==> src/rtl/nx_event_interrupt_servicer.sv <==
// nx_event_interrupt_servicer
// Register-bus initiator for one event-interrupt register block: reads the
// status register on a level interrupt, hands the vector to a consumer,
// write-1-to-clears the dispatched bits, then re-arms after a short holdoff.
// Also programs the mask register on request.
//
// Optional feature macro: NX_INT_SVC_TIMEOUT_EN
//   defined   -> bus accesses abort after TIMEOUT_CYCLES cycles without ack,
//                pulsing timeout_err
//   undefined -> the block waits for ack indefinitely, timeout_err stays 0
//
// Handshakes: a transfer happens on a rising clk edge where valid and ready
// are both high (mask_cfg_valid/mask_cfg_ready, evt_valid/evt_ready). Once
// valid is raised it is held, with its payload stable, until that edge.
// Bus strobes are held until ack and drop on the cycle after ack.
module nx_event_interrupt_servicer #(
  parameter int N_ADDR_BITS    = 16,
  parameter int N_INT_BITS     = 16,
  parameter int TIMEOUT_CYCLES = 255
) (
  input  logic                   clk,
  input  logic                   rst,
  input  logic                   int_in,
  output logic [N_ADDR_BITS-1:0] reg_addr,
  output logic                   rd_stb,
  output logic                   wr_stb,
  output logic [N_INT_BITS-1:0]  wr_data,
  input  logic [N_INT_BITS-1:0]  rd_data,
  input  logic                   ack,
  input  logic                   mask_cfg_valid,
  input  logic [N_INT_BITS-1:0]  mask_cfg,
  output logic                   mask_cfg_ready,
  output logic                   evt_valid,
  output logic [N_INT_BITS-1:0]  evt_vec,
  input  logic                   evt_ready,
  output logic                   busy,
  output logic                   timeout_err,
  output logic [2:0]             state_dbg
);

  localparam logic [2:0] S_IDLE     = 3'd0;
  localparam logic [2:0] S_MASK_WR  = 3'd1;
  localparam logic [2:0] S_STAT_RD  = 3'd2;
  localparam logic [2:0] S_DISPATCH = 3'd3;
  localparam logic [2:0] S_CLR_WR   = 3'd4;
  localparam logic [2:0] S_HOLDOFF  = 3'd5;

  logic [2:0]            state;
  logic [N_INT_BITS-1:0] status;
  logic                  hold_cnt;
  logic                  tmo_hit;

  assign state_dbg = state;

`ifdef NX_INT_SVC_TIMEOUT_EN
  logic [15:0] tmo_cnt;
  logic        waiting;

  assign waiting = (state == S_MASK_WR) || (state == S_STAT_RD) || (state == S_CLR_WR);
  assign tmo_hit = waiting && !ack && (tmo_cnt == 16'(TIMEOUT_CYCLES - 1));

  // Count stalled bus cycles; any state change (ack or abort) clears the count.
  always_ff @(posedge clk) begin
    if (rst) begin
      tmo_cnt <= '0;
    end else if (waiting && !ack && !tmo_hit) begin
      tmo_cnt <= tmo_cnt + 16'd1;
    end else begin
      tmo_cnt <= '0;
    end
  end
`else
  logic [15:0] unused_tmo_limit;

  assign tmo_hit          = 1'b0;
  assign unused_tmo_limit = 16'(TIMEOUT_CYCLES);
`endif

  // Service FSM; every output is a register updated together with the state.
  // wr_data doubles as the mask latch while MASK_WR is active.
  always_ff @(posedge clk) begin
    if (rst) begin
      state          <= S_IDLE;
      status         <= '0;
      hold_cnt       <= 1'b0;
      reg_addr       <= '0;
      rd_stb         <= 1'b0;
      wr_stb         <= 1'b0;
      wr_data        <= '0;
      evt_valid      <= 1'b0;
      evt_vec        <= '0;
      busy           <= 1'b0;
      mask_cfg_ready <= 1'b1;
      timeout_err    <= 1'b0;
    end else begin
      timeout_err <= tmo_hit;
      case (state)
        S_IDLE: begin
          if (mask_cfg_valid) begin
            state          <= S_MASK_WR;
            reg_addr       <= N_ADDR_BITS'(2);
            wr_data        <= mask_cfg;
            wr_stb         <= 1'b1;
            busy           <= 1'b1;
            mask_cfg_ready <= 1'b0;
          end else if (int_in) begin
            state          <= S_STAT_RD;
            reg_addr       <= N_ADDR_BITS'(1);
            rd_stb         <= 1'b1;
            busy           <= 1'b1;
            mask_cfg_ready <= 1'b0;
          end
        end
        S_MASK_WR: begin
          if (ack || tmo_hit) begin
            state          <= S_IDLE;
            wr_stb         <= 1'b0;
            busy           <= 1'b0;
            mask_cfg_ready <= 1'b1;
          end
        end
        S_STAT_RD: begin
          if (ack) begin
            rd_stb <= 1'b0;
            status <= rd_data;
            if (rd_data != '0) begin
              state     <= S_DISPATCH;
              evt_valid <= 1'b1;
              evt_vec   <= rd_data;
            end else begin
              // Spurious interrupt: nothing to report, just let int_in settle.
              state    <= S_HOLDOFF;
              hold_cnt <= 1'b0;
            end
          end else if (tmo_hit) begin
            state          <= S_IDLE;
            rd_stb         <= 1'b0;
            busy           <= 1'b0;
            mask_cfg_ready <= 1'b1;
          end
        end
        S_DISPATCH: begin
          if (evt_ready) begin
            state     <= S_CLR_WR;
            evt_valid <= 1'b0;
            reg_addr  <= '0;
            wr_data   <= status;
            wr_stb    <= 1'b1;
          end
        end
        S_CLR_WR: begin
          if (ack || tmo_hit) begin
            state    <= S_HOLDOFF;
            wr_stb   <= 1'b0;
            hold_cnt <= 1'b0;
          end
        end
        S_HOLDOFF: begin
          // Two cycles: one for the target's clear, one for its registered int_out.
          if (hold_cnt) begin
            state          <= S_IDLE;
            busy           <= 1'b0;
            mask_cfg_ready <= 1'b1;
          end else begin
            hold_cnt <= 1'b1;
          end
        end
        default: begin
          state          <= S_IDLE;
          rd_stb         <= 1'b0;
          wr_stb         <= 1'b0;
          evt_valid      <= 1'b0;
          busy           <= 1'b0;
          mask_cfg_ready <= 1'b1;
        end
      endcase
    end
  end

endmodule

==> config.mk <==
export PLATFORM = sky130hd
export DESIGN_NAME = nx_event_interrupt_servicer
export DESIGN_NICKNAME = d
export VERILOG_FILES = /design/src/rtl/nx_event_interrupt_servicer.sv
export SDC_FILE = /design/constraint.sdc
export NUM_CORES = 1
export LEC_CHECK = 0
export BUFFER_PORTS_ARGS = -buffer_cell sky130_fd_sc_hd__buf_4
export CAP_MARGIN = 20
export CORE_MARGIN = 2
export CORE_UTILIZATION = 53
export CTS_CLUSTER_SIZE = 12
export DETAILED_ROUTE_END_ITERATION = 6
export PLACE_DENSITY = 0.92
export SKIP_CTS_REPAIR_TIMING = 1
export SLEW_MARGIN = 20
export SYNTH_ARGS = -nofsm -noshare
export SYNTH_HDL_FRONTEND = slang
export SYNTH_SLANG_ARGS = --single-unit
==> constraint.sdc <==
create_clock -name clk -period 3.4 [get_ports clk]
set_clock_uncertainty 0.2 [all_clocks]
set_input_delay 0.34 -clock clk [delete_from_list [all_inputs] [get_ports clk]]
set_output_delay 0.34 -clock clk [all_outputs]
set_load 0.1 [all_outputs]
# Word level (Yosys, flattened, before mapping)

Cells that the tools add are included.
W data, S select, Z words.

Register bits after elaboration: 73
Word-level logic and storage cells: 89

Eq/ne operators: 17
Mux-type cells: 38
Bitwise operators: 4
Reduce and logical (&&, ||, !) cells: 19

Operators by type and width:

| cell                 | number |
|---|---|
| $mux W16             | 5 |
| $pmux W16 S2         | 2 |
| $mux W3              | 8 |
| $ne A2 B2 Y1 const B | 10 |
| $reduce_and A4 Y1    | 5 |
| $pmux W3 S6          | 1 |
| $mux W1              | 16 |
| $reduce_bool A16 Y1  | 1 |
| $pmux W1 S4          | 3 |
| $pmux W1 S3          | 3 |
| $reduce_and A3 Y1    | 3 |
| $reduce_or A4 Y1     | 2 |
| $eq A3 B2 Y1 const B | 2 |
| $eq A3 B3 Y1 const B | 2 |
| $reduce_and A6 Y1    | 1 |
| $not A1 Y1           | 4 |
| $reduce_or A2 Y1     | 2 |
| $eq A3 B1 Y1 const B | 1 |
| $logic_not A3 Y1     | 1 |
| $ne A3 B3 Y1 const B | 1 |
| $reduce_bool A3 Y1   | 1 |
| $reduce_or A3 Y1     | 1 |
| $ne A2 B1 Y1 const B | 1 |
| $reduce_and A2 Y1    | 1 |
| $reduce_bool A2 Y1   | 1 |

# Longest topological paths before layout

Word-level depth: 4
Gate-level depth with buffers: 8
Gate-level depth less buffers: 4

# Least setup slack after synthesis

Ideal clock, no wire load.

Path type: register -> register
From: reg state[0] (netlist: state_dbg[0])
To: reg wr_data[10]
Library setup time: 91 ps
Data arrival time: 2396 ps
Required time: 3109 ps
Slack: 713 ps
Cell stages (with the launch flop): 9
Buffers on the path: 4
Period minus slack after synthesis: 2687 ps
Path through: dfxtp_1 buf_2 and3b_1 clkbuf_1 a22o_1 buf_2 buf_2 nor2_1 a311oi_1

Word-level cells in the longest chain between the ends: 3
Elaborated cells on any way between the ends: 7

Ends and longest elaborated chain:

| what                                                                | line | RTL |
|---|---|---|
| start: declaration                                                  | 48   | `logic [2:0] state;` |
| start signal: assignment                                            | 83   | `state <= S_IDLE;` |
| start signal: assignment                                            | 100  | `state <= S_MASK_WR;` |
| start signal: assignment                                            | 107  | `state <= S_STAT_RD;` |
| $eq A3 B2 Y1 or $logic_not A3 Y1 (tied branches)                    | 97   | `case (state)` |
| $ne A2 B2 Y1 (no source line) or $reduce_bool A2 Y1 (tied branches) | -    |  |
| $reduce_and A3 Y1 (no source line)                                  | -    |  |
| end signal: assignment                                              | 102  | `wr_data <= mask_cfg;` |
| end signal: assignment                                              | 147  | `wr_data <= status;` |
| end: declaration                                                    | 27   | `output logic [N_INT_BITS-1:0] wr_data,` |

Several ways; a longest one is shown, not always the timed one.
A chain may end at the register's enable or synchronous reset.

# Worst setup path in the final report

From: reg state[1] (netlist: state_dbg[1])
To: reg wr_data[15]

Same word-level chain as after synthesis.

==> impl_metrics.env <==
export IMPL_outcome="complete, no violations"
export IMPL_slew_headroom_pct=52.95
export IMPL_rrSetupSlack_ns=0.85
export IMPL_synthSimpleGateAreaFrac_pct=23.54
export IMPL_io_pins=95
export IMPL_htree_num_levels=3
export IMPL_synth_adder_area_share_pct=0
export IMPL_p_leak_uw=0.001388
export IMPL_fill_cells=410
export IMPL_ys_types=42
export IMPL_wl_um=6586
export IMPL_hpwl_um=4586
export IMPL_startpoint_type="flip-flop"
export IMPL_synth_area_per_cell_sq_um=8.233
export IMPL_r2r_start="state_dbg[1]"
export IMPL_most_common_layout_cells="82 x buf_4, 80 x nand2_1, 59 x dfxtp_1"
export IMPL_grt_usage_pct=24.92
export IMPL_hold_path_cell_count=3
export IMPL_p_seq_share_pct=33.4
export IMPL_areaGrowthSynthToFinish_pct=27.35
export IMPL_cap_viol_max_count=0
export IMPL_startpoint="state_dbg[1]"
export IMPL_drive_above_1_share_pct=32.14
export IMPL_initial_core_util_pct=55.24
export IMPL_layout_commonest_cell="buf_4"
export IMPL_async_flop_share_pct=0
export IMPL_fin_crit_ns=2.552
export IMPL_hp_start="mask_cfg[11]"
export IMPL_dpl_worst_slack_ns=0.8892
export IMPL_cts_path_max_buffers=2
export IMPL_hold_viol_final=0
export IMPL_core_area_sq_um=4755
export IMPL_seq_area_frac_synth_pct=44.97
export IMPL_ir_drop_mv=0.4141
export IMPL_synth_edf_count=0
export IMPL_p_per_area_nw_per_um2=792.8
export IMPL_tns_ns=0
export IMPL_antenna_found_initial=0
export IMPL_rows=25
export IMPL_vias_per_cell=5.390
export IMPL_grt_ovfl_total=0
export IMPL_grt_pass1_wl_um=10450
export IMPL_crit_fanout=34
export IMPL_crit_arrival_ns=2.60
export IMPL_end_kind="flip-flop"
export IMPL_worstHoldEndpoint="wr_data[11]"
export IMPL_setup_violations=0
export IMPL_tightest_slew_ns=0.7047
export IMPL_combPwrFrac_pct=45.3
export IMPL_fin_crit_sh_pct=75.05
export IMPL_required_ns=3.44
export IMPL_synth_xor_xnor_area_share_pct=0
export IMPL_antennaDiodeCount=0
export IMPL_dieArea_sq_um=5535
export IMPL_post_route_drc_count=0
export IMPL_worstReg2RegEnd="wr_data[15]"
export IMPL_intPower_uw=1328
export IMPL_synth_area_mux_share_pct=0
export IMPL_dr_pass1_iters=4
export IMPL_critical_path_class="reg -> reg"
export IMPL_drv_slew=0
export IMPL_clkPwrFrac_pct=21.3
export IMPL_finalNetCount=425
export IMPL_clk_pin_slew_ns=0.07
export IMPL_vias=2474
export IMPL_p_sw_uw=1324
export IMPL_ys_flop_type="dfxtp_1"
export IMPL_syn_area_sq_um=2626
export IMPL_ys_seq_elements=59
export IMPL_tritoncts="yes"
export IMPL_ys_warnings_count=0
export IMPL_timing_final_ws_setup_ns=0.8484
export IMPL_die_h_um=74.40
export IMPL_port_buffers=79
export IMPL_synth_top_family_by_area="simple AND/OR/NAND/NOR gates"
export IMPL_insertion_delay_ns=0.35
export IMPL_r2r_cells=5
export IMPL_power_total_uw=2651
export IMPL_grt_pass1_vias=2202
export IMPL_place_congestion=0.7719
export IMPL_ant_nets=0
export IMPL_wl_per_cell_um=14.35
export IMPL_syn_inst=319
export IMPL_fmax_mhz=391.9
export IMPL_cts_sinks=59
export IMPL_grt_max_degree=57
export IMPL_synth_compound_area_share_pct=22.53
export IMPL_numCtsBuffers=9
export IMPL_swShare_pct=49.92
export IMPL_cts_root_buffer_cell="clkbuf_8"
export IMPL_dr_first_iter_drc_count=174
export IMPL_rsz0062_at_grt="no"
export IMPL_hold_class="in -> reg"
export IMPL_die_x_um=74.40
kinds of logic after synthesis:
logic type	count (synthesis)
AND/OR/NAND/NOR	134
AO/OA/AOI/OAI	82
flip-flops	59
buffers and inverters	43
other	1
worst max-delay path, stage by stage, from the launching register on:
cell,delay (ns)
dfxtp_1,0.74
and3b_1,0.66
a22o_1,0.21
buf_4,0.31
nor2_1,0.08
a311oi_1,0.26
Yosys cell counts (2+ instances only):
cell / number / share of area (%)
nand2b_1: 3 / 0.71
or4_4: 4 / 1.7
a21oi_2: 10 / 3.3
a21o_1: 4 / 1.1
nor2b_1: 5 / 1.2
buf_4: 15 / 4.3
buf_2: 5 / 0.95
o211ai_1: 2 / 0.57
dfxtp_1: 59 / 45
nand2_2: 10 / 2.4
o21ai_0: 5 / 0.95
a31oi_1: 2 / 0.48
nor2_1: 21 / 3.0
clkbuf_1: 18 / 2.6
nand2_1: 80 / 11
a21oi_1: 30 / 5.7
inv_1: 4 / 0.57
a311oi_1: 17 / 5.7
a221o_1: 2 / 0.76
cell type report:
class	count	area (sq um)	share of cell area, %
repair buffers	82	615.6	18.41
inverters	4	15.01	0.4489
clock buffers	9	123.9	3.704
well taps	67	83.83	2.507
clock inverters	7	52.55	1.571
flip-flops and latches	59	1181	35.32
multi-input cells	231	1272	38.05
routing by layer:
| metal | global-route usage [%] | routed length, um | up-vias |
|---|---|---|---|
| met5 | 0 | 0 | - |
| met1 | 33.22 | 2830 | 1135 |
| met2 | 37.86 | 3069 | 114 |
| li1 | - | - | 1207 |
| met4 | 10.71 | 143 | 0 |
| met3 | 7.046 | 541 | 18 |
power groups by stage:
stage | Sequential [uW] | Combinational [uW] | Clock, uW
finish | 886 | 1200 | 565
global route | 900 | 1270 | 602
CTS | 885 | 1200 | 571
floorplan | 1470 | 410 | 0
global placement | 894 | 1180 | 0
detailed placement | 898 | 1200 | 0
worst max-delay path by stage:
stage	end	slack, ns	cells past startpoint
floorplan	wr_data[10]	0.71	8
global placement	wr_data[9]	0.96	5
detailed placement	wr_data[14]	0.89	5
CTS	wr_data[15]	0.87	5
global route	wr_data[2]	0.61	5
finish	wr_data[15]	0.85	5
state kept, by name, indices dropped and copies added, names as in the netlist:
register and flops:
mask_cfg_ready 1, evt_valid 1, status 16, state_dbg 3, reg_addr 2, wr_data 16, rd_stb 1, busy 1
evt_vec 16, hold_cnt 1, wr_stb 1
per-stage QoR:
step | util [%] | instance area, sq um | cells | hold slack (ns)
2_1_floorplan | - | 2679 | 333 | 0.2366
3_3_place_gp | 66.63 | 3168 | 443 | 0.2338
3_5_place_dp | 66.63 | 3168 | 443 | 0.2412
4_1_cts | 70.34 | 3344 | 459 | 0.06089
5_1_grt | 70.34 | 3344 | 459 | 0.07333
6_report | 70.34 | 3344 | 459 | 0.06459
Power figures use the tool's default switching activity.
